## config.mk

```make
export PLATFORM = sky130hd
export DESIGN_NAME = header_extract_flat
export DESIGN_NICKNAME = d
export VERILOG_FILES = /design/src/rtl/header_extract_if.sv /design/src/rtl/header_extract.sv /design/src/flat_wrapper.sv
export SDC_FILE = /design/constraint.sdc
export NUM_CORES = 1
export LEC_CHECK = 0
export CAP_MARGIN = 30
export CORE_MARGIN = 2
export CORE_UTILIZATION = 56
export CTS_CLUSTER_DIAMETER = 40
export DETAILED_ROUTE_END_ITERATION = 7
export HOLD_SLACK_MARGIN = 0.03
export PLACE_DENSITY = 0.8
export SETUP_SLACK_MARGIN = 0.4
export SYNTH_ARGS = -nofsm -noshare
export SYNTH_HDL_FRONTEND = slang
export SYNTH_SLANG_ARGS = --single-unit
```

## constraint.sdc

```tcl
create_clock -name clk_i -period 4.41 [get_ports clk_i]
set_input_delay 1.1025 -clock clk_i [delete_from_list [all_inputs] [get_ports clk_i]]
set_output_delay 1.1025 -clock clk_i [all_outputs]
set_load 0.01 [all_outputs]
```

## src/rtl/header_extract_if.sv

```systemverilog
// rtl/header_extract_if.sv - Frame byte stream in, extracted IPv4/L4 header fields out
interface header_extract_if;
    logic [7:0]  data_i;
    logic        valid_i;
    logic        sop_i;
    logic        eop_i;
    logic [31:0] in_ip_o;
    logic [31:0] out_ip_o;
    logic [7:0]  proto_o;
    logic [15:0] in_port_o;
    logic [15:0] out_port_o;
    logic        hdr_valid_o;
    logic        err_o;

    modport master (
        output data_i, valid_i, sop_i, eop_i,
        input  in_ip_o, out_ip_o, proto_o, in_port_o, out_port_o, hdr_valid_o, err_o
    );

    modport slave (
        input  data_i, valid_i, sop_i, eop_i,
        output in_ip_o, out_ip_o, proto_o, in_port_o, out_port_o, hdr_valid_o, err_o
    );
endinterface

```

## src/rtl/header_extract.sv

```systemverilog
// rtl/header_extract.sv - Byte-stream IPv4/TCP/UDP header parser; HEADER_EXTRACT_VLAN_EN enables one 802.1Q tag
module header_extract #(
    parameter int CNT_W = 7
) (
    input  logic             clk_i,
    input  logic             rst_n_i,
    header_extract_if.slave  bus
);
    localparam int OW = (CNT_W > 7) ? CNT_W + 1 : 8;

    typedef enum logic [2:0] {IDLE, ETH, IP, L4, DRAIN} state_t;

    state_t            state_q, state_d, proc_state;
    logic [CNT_W-1:0]  off_q, off_d, cur;
    logic              vlan_q, vlan_d;
    logic [7:0]        ethhi_q, ethhi_d;
    logic [3:0]        ihl_q, ihl_d;
    logic [7:0]        proto_q, proto_d;
    logic [31:0]       src_q, src_d, dst_q, dst_d;
    logic [15:0]       sport_q, sport_d, dport_q, dport_d;
    logic [31:0]       in_ip_q, in_ip_d, out_ip_q, out_ip_d;
    logic [7:0]        proto_out_q, proto_out_d;
    logic [15:0]       in_port_q, in_port_d, out_port_q, out_port_d;
    logic              hv_q, hv_d, err_q, err_d;

    logic [OW-1:0]     off_w, base_w, hend_w, l4_w;
    logic [15:0]       etype;
    logic              tag_hit, done, l4_done, drop;

    always_comb begin
        state_d     = state_q;
        off_d       = off_q;
        vlan_d      = vlan_q;
        ethhi_d     = ethhi_q;
        ihl_d       = ihl_q;
        proto_d     = proto_q;
        src_d       = src_q;
        dst_d       = dst_q;
        sport_d     = sport_q;
        dport_d     = dport_q;
        in_ip_d     = in_ip_q;
        out_ip_d    = out_ip_q;
        proto_out_d = proto_out_q;
        in_port_d   = in_port_q;
        out_port_d  = out_port_q;
        hv_d        = 1'b0;
        err_d       = 1'b0;
        proc_state  = state_q;
        cur         = off_q;
        done        = 1'b0;
        l4_done     = 1'b0;
        drop        = 1'b0;
        tag_hit     = 1'b0;
        etype       = {ethhi_q, bus.data_i};

        // A SOP byte always restarts parsing at offset 0, whatever state we were in.
        if (bus.valid_i && bus.sop_i) begin
            err_d      = (state_q == ETH) || (state_q == IP) || (state_q == L4);
            proc_state = ETH;
            cur        = '0;
            vlan_d     = 1'b0;
        end

        off_w  = OW'(cur);
        base_w = vlan_q ? OW'(18) : OW'(14);
        hend_w = base_w + OW'({ihl_q, 2'b00}) - OW'(1);
        l4_w   = hend_w + OW'(1);

        if (bus.valid_i && (proc_state != IDLE)) begin
            state_d = proc_state;
            off_d   = (cur == '1) ? cur : cur + CNT_W'(1);
            case (proc_state)
                ETH: begin
                    if (off_w == base_w - OW'(2)) ethhi_d = bus.data_i;
                    if (off_w == base_w - OW'(1)) begin
`ifdef HEADER_EXTRACT_VLAN_EN
                        tag_hit = !vlan_q && (etype == 16'h8100);
`endif
                        if (tag_hit)                    vlan_d  = 1'b1;
                        else if (etype == 16'h0800)     state_d = IP;
                        else                            drop    = 1'b1;
                    end
                end
                IP: begin
                    if (off_w == base_w) begin
                        ihl_d = bus.data_i[3:0];
                        drop  = (bus.data_i[7:4] != 4'd4) || (bus.data_i[3:0] < 4'd5);
                    end
                    if (off_w == base_w + OW'(9)) proto_d = bus.data_i;
                    if (off_w >= base_w + OW'(12) && off_w <= base_w + OW'(15))
                        src_d = {src_q[23:0], bus.data_i};
                    if (off_w >= base_w + OW'(16) && off_w <= base_w + OW'(19))
                        dst_d = {dst_q[23:0], bus.data_i};
                    // ihl_q is only meaningful once the version/IHL byte has been taken.
                    if (off_w != base_w && off_w == hend_w) begin
                        if (proto_d == 8'h06 || proto_d == 8'h11) state_d = L4;
                        else                                      done    = 1'b1;
                    end
                end
                L4: begin
                    if (off_w == l4_w || off_w == l4_w + OW'(1))
                        sport_d = {sport_q[7:0], bus.data_i};
                    if (off_w == l4_w + OW'(2) || off_w == l4_w + OW'(3))
                        dport_d = {dport_q[7:0], bus.data_i};
                    if (off_w == l4_w + OW'(3)) begin
                        done    = 1'b1;
                        l4_done = 1'b1;
                    end
                end
                default: ;
            endcase

            if (done) begin
                hv_d        = 1'b1;
                in_ip_d     = src_d;
                out_ip_d    = dst_d;
                proto_out_d = proto_d;
                in_port_d   = l4_done ? sport_d : 16'h0000;
                out_port_d  = l4_done ? dport_d : 16'h0000;
                state_d     = bus.eop_i ? IDLE : DRAIN;
            end else if (drop) begin
                state_d = bus.eop_i ? IDLE : DRAIN;
            end else if (bus.eop_i) begin
                err_d   = err_d || (proc_state != DRAIN);
                state_d = IDLE;
            end
        end
    end

    always_ff @(posedge clk_i) begin
        if (!rst_n_i) begin
            state_q     <= IDLE;
            off_q       <= '0;
            vlan_q      <= 1'b0;
            ethhi_q     <= 8'h00;
            ihl_q       <= 4'h0;
            proto_q     <= 8'h00;
            src_q       <= 32'h0;
            dst_q       <= 32'h0;
            sport_q     <= 16'h0;
            dport_q     <= 16'h0;
            in_ip_q     <= 32'h0;
            out_ip_q    <= 32'h0;
            proto_out_q <= 8'h00;
            in_port_q   <= 16'h0;
            out_port_q  <= 16'h0;
            hv_q        <= 1'b0;
            err_q       <= 1'b0;
        end else begin
            state_q     <= state_d;
            off_q       <= off_d;
            vlan_q      <= vlan_d;
            ethhi_q     <= ethhi_d;
            ihl_q       <= ihl_d;
            proto_q     <= proto_d;
            src_q       <= src_d;
            dst_q       <= dst_d;
            sport_q     <= sport_d;
            dport_q     <= dport_d;
            in_ip_q     <= in_ip_d;
            out_ip_q    <= out_ip_d;
            proto_out_q <= proto_out_d;
            in_port_q   <= in_port_d;
            out_port_q  <= out_port_d;
            hv_q        <= hv_d;
            err_q       <= err_d;
        end
    end

    assign bus.in_ip_o     = in_ip_q;
    assign bus.out_ip_o    = out_ip_q;
    assign bus.proto_o     = proto_out_q;
    assign bus.in_port_o   = in_port_q;
    assign bus.out_port_o  = out_port_q;
    assign bus.hdr_valid_o = hv_q;
    assign bus.err_o       = err_q;
endmodule

```

## src/flat_wrapper.sv

```systemverilog
// flat-port wrapper written by rule: the top's interface ports become plain ports
module header_extract_flat 
#(
    parameter int CNT_W = 7
)
  (clk_i, rst_n_i, bus_data_i, bus_valid_i, bus_sop_i, bus_eop_i, bus_in_ip_o, bus_out_ip_o, bus_proto_o, bus_in_port_o, bus_out_port_o, bus_hdr_valid_o, bus_err_o);
  header_extract_if bus_i ();
  input  logic clk_i;
  input  logic rst_n_i;
  input wire logic [$bits(bus_i.data_i)-1:0] bus_data_i;
  input wire logic [$bits(bus_i.valid_i)-1:0] bus_valid_i;
  input wire logic [$bits(bus_i.sop_i)-1:0] bus_sop_i;
  input wire logic [$bits(bus_i.eop_i)-1:0] bus_eop_i;
  output wire logic [$bits(bus_i.in_ip_o)-1:0] bus_in_ip_o;
  output wire logic [$bits(bus_i.out_ip_o)-1:0] bus_out_ip_o;
  output wire logic [$bits(bus_i.proto_o)-1:0] bus_proto_o;
  output wire logic [$bits(bus_i.in_port_o)-1:0] bus_in_port_o;
  output wire logic [$bits(bus_i.out_port_o)-1:0] bus_out_port_o;
  output wire logic [$bits(bus_i.hdr_valid_o)-1:0] bus_hdr_valid_o;
  output wire logic [$bits(bus_i.err_o)-1:0] bus_err_o;
  assign bus_i.data_i = bus_data_i;
  assign bus_i.valid_i = bus_valid_i;
  assign bus_i.sop_i = bus_sop_i;
  assign bus_i.eop_i = bus_eop_i;
  assign bus_in_ip_o = bus_i.in_ip_o;
  assign bus_out_ip_o = bus_i.out_ip_o;
  assign bus_proto_o = bus_i.proto_o;
  assign bus_in_port_o = bus_i.in_port_o;
  assign bus_out_port_o = bus_i.out_port_o;
  assign bus_hdr_valid_o = bus_i.hdr_valid_o;
  assign bus_err_o = bus_i.err_o;
  header_extract #(.CNT_W(CNT_W)) u_core (.clk_i(clk_i), .rst_n_i(rst_n_i), .bus(bus_i));
endmodule
```

### Word-level counts from Yosys, hierarchy flattened

Cells that the tools add are included.

| cells by class | value |
|---|---|
| add/sub/neg operators | 7 |
| $mul | 0 |
| div/mod/pow operators | 0 |
| $lt $le $gt $ge | 5 |
| equal/unequal tests | 22 |
| shift operators | 0 |
| muxes and demuxes | 44 |
| bitwise operators | 0 |
| reduce and logical (&&, ||, !) cells | 17 |

Operators with widths:

| cell | number |
|---|---|
| 32-bit two-way mux | 4 |
| 16-bit two-way mux | 6 |
| 7-bit by 8-bit == test with 1-bit output | 5 |
| 8-bit two-way mux | 4 |
| 3-bit two-way mux | 9 |
| 7-bit by 4-bit == test with 1-bit output (second input constant) | 3 |
| 8-bit by 1-bit adder with 8-bit output (second input constant) | 2 |
| 8-bit by 2-bit adder with 8-bit output (second input constant) | 2 |
| 16-bit by 12-bit == test with 1-bit output (second input constant) | 1 |
| 1-bit two-way mux | 16 |
| 7-bit by 5-bit greater-or-equal comparator with 1-bit output (second input constant) | 2 |
| 7-bit two-way mux | 2 |
| 3-bit by 2-bit == test with 1-bit output (second input constant) | 4 |
| 8-bit by 3-bit == test with 1-bit output (second input constant) | 1 |
| 8-bit by 5-bit == test with 1-bit output (second input constant) | 1 |
| 8-bit by 1-bit subtractor with 8-bit output (second input constant) | 1 |
| 4-bit by 6-bit adder with 7-bit output (first input constant) | 1 |
| 7-bit by 1-bit adder with 7-bit output (second input constant) | 1 |
| 7-bit by 5-bit == test with 1-bit output (second input constant) | 1 |
| 7-bit == test (second input constant) | 1 |
| 7-bit by 5-bit <= comparator with 1-bit output (second input constant) | 1 |
| 7-bit by 6-bit <= comparator with 1-bit output (second input constant) | 1 |
| 1-bit logical OR | 7 |
| 7-bit by 4-bit != test with 1-bit output (second input constant) | 1 |
| 10 further kinds | 18 |

| word-level totals | value |
|---|---|
| flip-flop bits (word level) | 232 |
| latch bits | 0 |
| bits in writable memories | 0 |
| memory bits (read-only) | 0 |
| input port bits | 13 |
| output and inout port bits | 106 |
| logic and storage cells | 111 |
| memories | 0 |

### Depth between registers and ports, before layout

| depth | value |
|---|---|
| depth in word-level cells | 14 |
| gate-level depth with buffers | 15 |
| gate-level depth less buffers | 11 |

### Least setup slack after synthesis

No wires, ideal clock.

| timing | value |
|---|---|
| path kind | input to register |
| from | in bus_sop_i |
| to | reg u_core.in_ip_q[20], in the netlist u_core.bus.in_ip_o[20] |
| library setup time | 0.072 ns |
| arrival time | 3.328 ns |
| data required time | 4.338 ns |
| slack | 1.010 ns |
| stages on the path | 13 |
| path buffers | 4 |
| cell sequence | buf_2 nand2_1 buf_2 and2_1 ha_1 nand4b_1 nor4_1 a31oi_1 and3b_1 o21ai_2 buf_6 buf_6 mux2i_1 |

| between the ends | value |
|---|---|
| word-level cells in the longest chain between the ends | 13 |
| elaborated cells between the ends (all ways) | 29 |
| those cells by class | order compare (2); eq/ne (8); mux (12); reduce/logical (7) |

Ends and longest elaborated chain:

| element | RTL line | text |
|---|---|---|
| from (decl) | flat_wrapper.sv:12 | `input wire logic [$bits(bus_i.sop_i)-1:0] bus_sop_i;` |
| 1-bit logical AND (*) | header_extract.sv:57 | `if (bus.valid_i && bus.sop_i) begin` |
| 7-bit two-way mux | header_extract.sv:57 |  |
| 7-bit by 5-bit == test with 1-bit output | header_extract.sv:89 | `if (off_w == base_w + OW'(9)) proto_d = bus.data_i;` |
| 8-bit two-way mux | header_extract.sv:89 |  |
| 8-bit two-way mux | header_extract.sv:72 | `case (proc_state)` |
| 8-bit two-way mux | header_extract.sv:69 | `if (bus.valid_i && (proc_state != IDLE)) begin` |
| 8-bit by 3-bit == test with 1-bit output / 8-bit by 5-bit == test with 1-bit output (equally long branches) | header_extract.sv:96 | `if (proto_d == 8'h06 \|\| proto_d == 8'h11) state_d = L4;` |
| 1-bit logical OR | header_extract.sv:96 |  |
| 1-bit two-way mux | header_extract.sv:96 |  |
| 1-bit two-way mux | header_extract.sv:95 | `if (off_w != base_w && off_w == hend_w) begin` |
| 1-bit one-hot mux with 2 select lines | header_extract.sv:72 |  |
| 1-bit two-way mux | header_extract.sv:69 |  |
| 2-bit AND reduction (no line) | n/a |  |
| to (signal assigned) | header_extract.sv:160 | `in_ip_q <= in_ip_d;` |
| to (decl) | header_extract.sv:21 | `logic [31:0] in_ip_q, in_ip_d, out_ip_q, out_ip_d;` |

Every way passes the cells marked *; elsewhere a longest branch is shown, timed or not. The select of a mux whose other input is x is not followed.
A chain may end at the register's enable or synchronous reset.

### Worst setup path after layout

| timing | value |
|---|---|
| from | in bus_valid_i |
| to | reg u_core.out_ip_q[6], in the netlist u_core.bus.out_ip_o[6] |

| between the ends | value |
|---|---|
| word-level cells in the longest chain between the ends | 13 |
| elaborated cells between the ends (all ways) | 29 |
| those cells by class | order compare (2); eq/ne (8); mux (12); reduce/logical (7) |

Ends and longest elaborated chain:

| element | RTL line | text |
|---|---|---|
| from (decl) | flat_wrapper.sv:11 | `input wire logic [$bits(bus_i.valid_i)-1:0] bus_valid_i;` |
| 1-bit logical AND | header_extract.sv:57 |  |
| 7-bit two-way mux | header_extract.sv:57 |  |
| 7-bit by 5-bit == test with 1-bit output | header_extract.sv:89 |  |
| 8-bit two-way mux | header_extract.sv:89 |  |
| 8-bit two-way mux | header_extract.sv:72 |  |
| 8-bit two-way mux | header_extract.sv:69 |  |
| 8-bit by 3-bit == test with 1-bit output / 8-bit by 5-bit == test with 1-bit output (equally long branches) | header_extract.sv:96 |  |
| 1-bit logical OR | header_extract.sv:96 |  |
| 1-bit two-way mux | header_extract.sv:96 |  |
| 1-bit two-way mux | header_extract.sv:95 |  |
| 1-bit one-hot mux with 2 select lines | header_extract.sv:72 |  |
| 1-bit two-way mux | header_extract.sv:69 |  |
| 2-bit AND reduction (no line) | n/a |  |
| to (signal assigned) | header_extract.sv:161 | `out_ip_q <= out_ip_d;` |
| to (decl) | header_extract.sv:21 |  |

Parallel ways exist; a longest one is shown, timed or not. The select of a mux whose other input is x is not followed.

==> reports/summary.txt <==
Sw Ratio: 0.219
number of synthesized flops with an enable pin: 0
Adder-Cell Fraction of Synth Area: 0.00621
FFs w/ async S/R, synth: 0
total CTS buffers: 29
total power draw: 0.00462 W
multiplexer share of the synthesized area: 0.186
met3 wire length: 1220 um
clk buf depth: 3
Total Routed Length: 24200 um
CP arrival: 4.16 ns
Max transition margin: 0.383
final setup vio count: 0
CTS root buffer: clkbuf_16
Post-Syn Nets: 1085
NetSw: 0.00101 W
Worst-Margin Slew: 0.925 ns
Avg Inst Size Synth: 9.44 um2
row cnt: 49
xor/xnor cell area share of the yosys netlist: 0.00783
largest family of logic cells by synthesized area: multiplexers
Worst-Skew Late Latency: 0.54 ns
Final Cycle Share: 0.839
Pwr Density: 370 nW/um2
run status: finished, final reports clean
Multi-input gate area: 5110 um2
Worst R2R Path Depth: 11
Comb pwr share: 0.026
setup_tns: 0 ns
FF-to-FF End: u_core.bus.out_ip_o[6]
CTS tree: built
DP HPWL: 15500 um
core box area: 17800 um2
YS warnings: 0
GPL Wtd Cong: 0.926
CP Capture Type: register
Max Fclk: 270 MHz
post-synth top area share: 0.445
Simple-Gate Fraction of Synth Area: 0.175
routed vias: 8101
nets@finish: 1173
Yosys reg bits: 224
drt wl/cell: 17.2 um
first-pass GRT wire length: 39400 um
worst setup path startpoint: bus_valid_i
CTS sink cnt: 224
# resized after CTS: 0
metal2 WL: 11700 um
CTS Hold Bufs: 0
Critical Path Sink: u_core.bus.out_ip_o[6]
initial DRC count: 601
Die ar.: 19100 um2
I/O Buffers: 118
final hold viol count: 0
hold path start: u_core.sport_q[13]
Die Height: 138 um
post-synth top area cell: dfxtp_1
Final WS setup: 0.711 ns
largest net degree at the start of global routing: 95
fin util: 0.702
synth top area cells: dfxtp_1, mux2i_1, nand2_1
vias in the first global route: 7557
Clock Pin Slew Worst Setup and Hold Paths: 0.06 ns
clock power share: 0.535
fin crit period: 3.70 ns
via-per-instance ratio: 5.76
Worst EP required: 4.87 ns
Synth Area in Compound Gates: 0.131
Initial Util: 0.567
Hold Crit Class: register to register
main flop type after synthesis: dfxtp_1
Flop pwr share: 0.439
post-synthesis sequential area ratio: 0.445
FF/Latch Area: 4480 um2
Fillers: 1368
number of remaining DRC errors: 0
Int Pwr: 0.00361 W
worst clock skew: 0.0256 ns
DP Worst Slack: 0.226 ns
share of layout cells above drive strength 1: 0.105
Ports: 119
DR top layer: met4
Area Overhead vs Synth: 23.9%
Synth Cell Area: 10100 um2
drt pass-1 iters: 5
critical path class: input port to register
Distinct cells, synth: 61
CP startpoint kind: input port
Mapped Cells: 1067
Antenna diodes: 0
Metal-1 WL: 10700 um
depth of the CTS H-tree: 1
Setup Buffers After CTS: 0
peak supply drop: 0.337 mV
RSZ-0062 raised after global routing: false
Tot GR Track Use: 0.244
chip width: 138 um
global route total overflow: 0
R2R setup slack: 1.18 ns
Worst R2R Start: u_core.ihl_q[0]
CP max FO: 34
initial antenna violation count: 0
antenna-violating nets left: 0
fin. max-slew vios: 0
Max Cap Violations: 0
Leak Pwr: 5.15 nW
-- logic make-up (layout without fill, tap and decap cells) --
| logic type | Yosys count | count (layout) |
|---|---|---|
| AO/OA/AOI/OAI | 175 | 175 |
| multiplexers | 184 | 184 |
| buffers and inverters | 103 | 213 |
| flip-flops | 224 | 224 |
| AND/OR/NAND/NOR | 367 | 367 |
| XOR/XNOR | 9 | 9 |
| adder cells (fa/ha/maj) | 5 | 5 |
-- metrics by stage --
stage,cells,instance area (um2),hold slack (ns)
global route,1406,12500,0.471
floorplan,1067,10100,0.429
detailed placement,1353,11500,0.442
finish,1406,12500,0.449
CTS,1406,12500,0.450
global placement,1353,11500,0.435
-- state kept, by name (all words and copies together) (netlist names) --
register                flops
u_core.bus.in_ip_o         32
u_core.bus.out_ip_o        32
u_core.dst_q               32
u_core.src_q               32
u_core.bus.in_port_o       16
u_core.bus.out_port_o      16
u_core.sport_q             16
u_core.bus.proto_o          8
u_core.dport_q              8
u_core.ethhi_q              8
u_core.proto_q              8
u_core.off_q                7
u_core.ihl_q                4
u_core.state_q              3
u_core.bus.err_o            1
u_core.bus.hdr_valid_o      1
-- layout make-up --
type | instances | area share
Clock buffer | 35 | 0.0616
Clock inverter | 18 | 0.0203
Inverter | 7 | 0.00221
Multi-Input combinational cell | 740 | 0.410
Sequential cell | 224 | 0.359
Tap cell | 229 | 0.0230
Timing Repair Buffer | 153 | 0.124
-- Yosys cell counts (4+ instances only) --
cell and number:
buf_6 7, buf_2 28, ha_1 5, o21ai_0 18
buf_4 5, nand2b_1 67, a21oi_1 29, nand2_1 136
nor3_1 8, clkbuf_1 55, nand3_1 6, mux2i_1 159
mux2_2 25, nor4_1 6, and2_1 4, xnor2_1 6
nand4_1 5, o211ai_1 64, a32o_1 33, and3_1 4
nor4bb_1 4, dfxtp_1 224, nor2_1 106, inv_1 6
-- worst min path at each step --
stage | slack, ns | to | depth (start not counted)
after detailed placement | 0.44 | u_core.sport_q[13] | 2
after global placement | 0.44 | u_core.sport_q[8] | 2
after global routing | 0.47 | u_core.sport_q[13] | 2
after floorplan | 0.43 | u_core.sport_q[10] | 2
final | 0.45 | u_core.sport_q[13] | 2
after CTS | 0.45 | u_core.sport_q[13] | 2
-- metal layers --
layer  track usage  up-vias
li1              -     3936
met1         0.328     3902
met2         0.410      213
met3        0.0374       50
met4        0.0698        0
met5             0        -
-- power by group through the flow --
| stage | clock network, W | registers [W] | logic, W |
|---|---|---|---|
| after floorplan | 0 | 0.00207 | 0.0000710 |
| after global placement | 0 | 0.00207 | 0.000120 |
| after detailed placement | 0 | 0.00207 | 0.000120 |
| after CTS | 0.00249 | 0.00203 | 0.000120 |
| after global routing | 0.00259 | 0.00203 | 0.000129 |
| final | 0.00247 | 0.00203 | 0.000122 |
-- layout by cell type, fill, tap and decap left out, types with 6 or more instances in the layout --
cell type,instances
o211ai_1,64
mux2i_1,159
buf_4,27
nor2_1,106
a32o_1,33
a21oi_1,29
dfxtp_1,224
nand2_1,136
nand2b_1,67
buf_12,8
clkbuf_16,29
nor3_1,7
clkdlybuf4s50_1,117
inv_1,6
nor4_1,6
xnor2_1,6
o21ai_0,18
mux2_2,25
-- worst max-delay path, stage by stage --
cell and delay, ns:
clkdlybuf4s50_1 0.54, nand2_1 0.17, and2_1 0.21, ha_1 0.26, nand4b_1 0.12, nor4_1 0.38
a31oi_1 0.18, and3b_1 0.24, o21ai_4 0.20, buf_12 0.28, buf_4 0.24, mux2i_1 0.19
No activity file was read; power rests on OpenSTA's default activity.
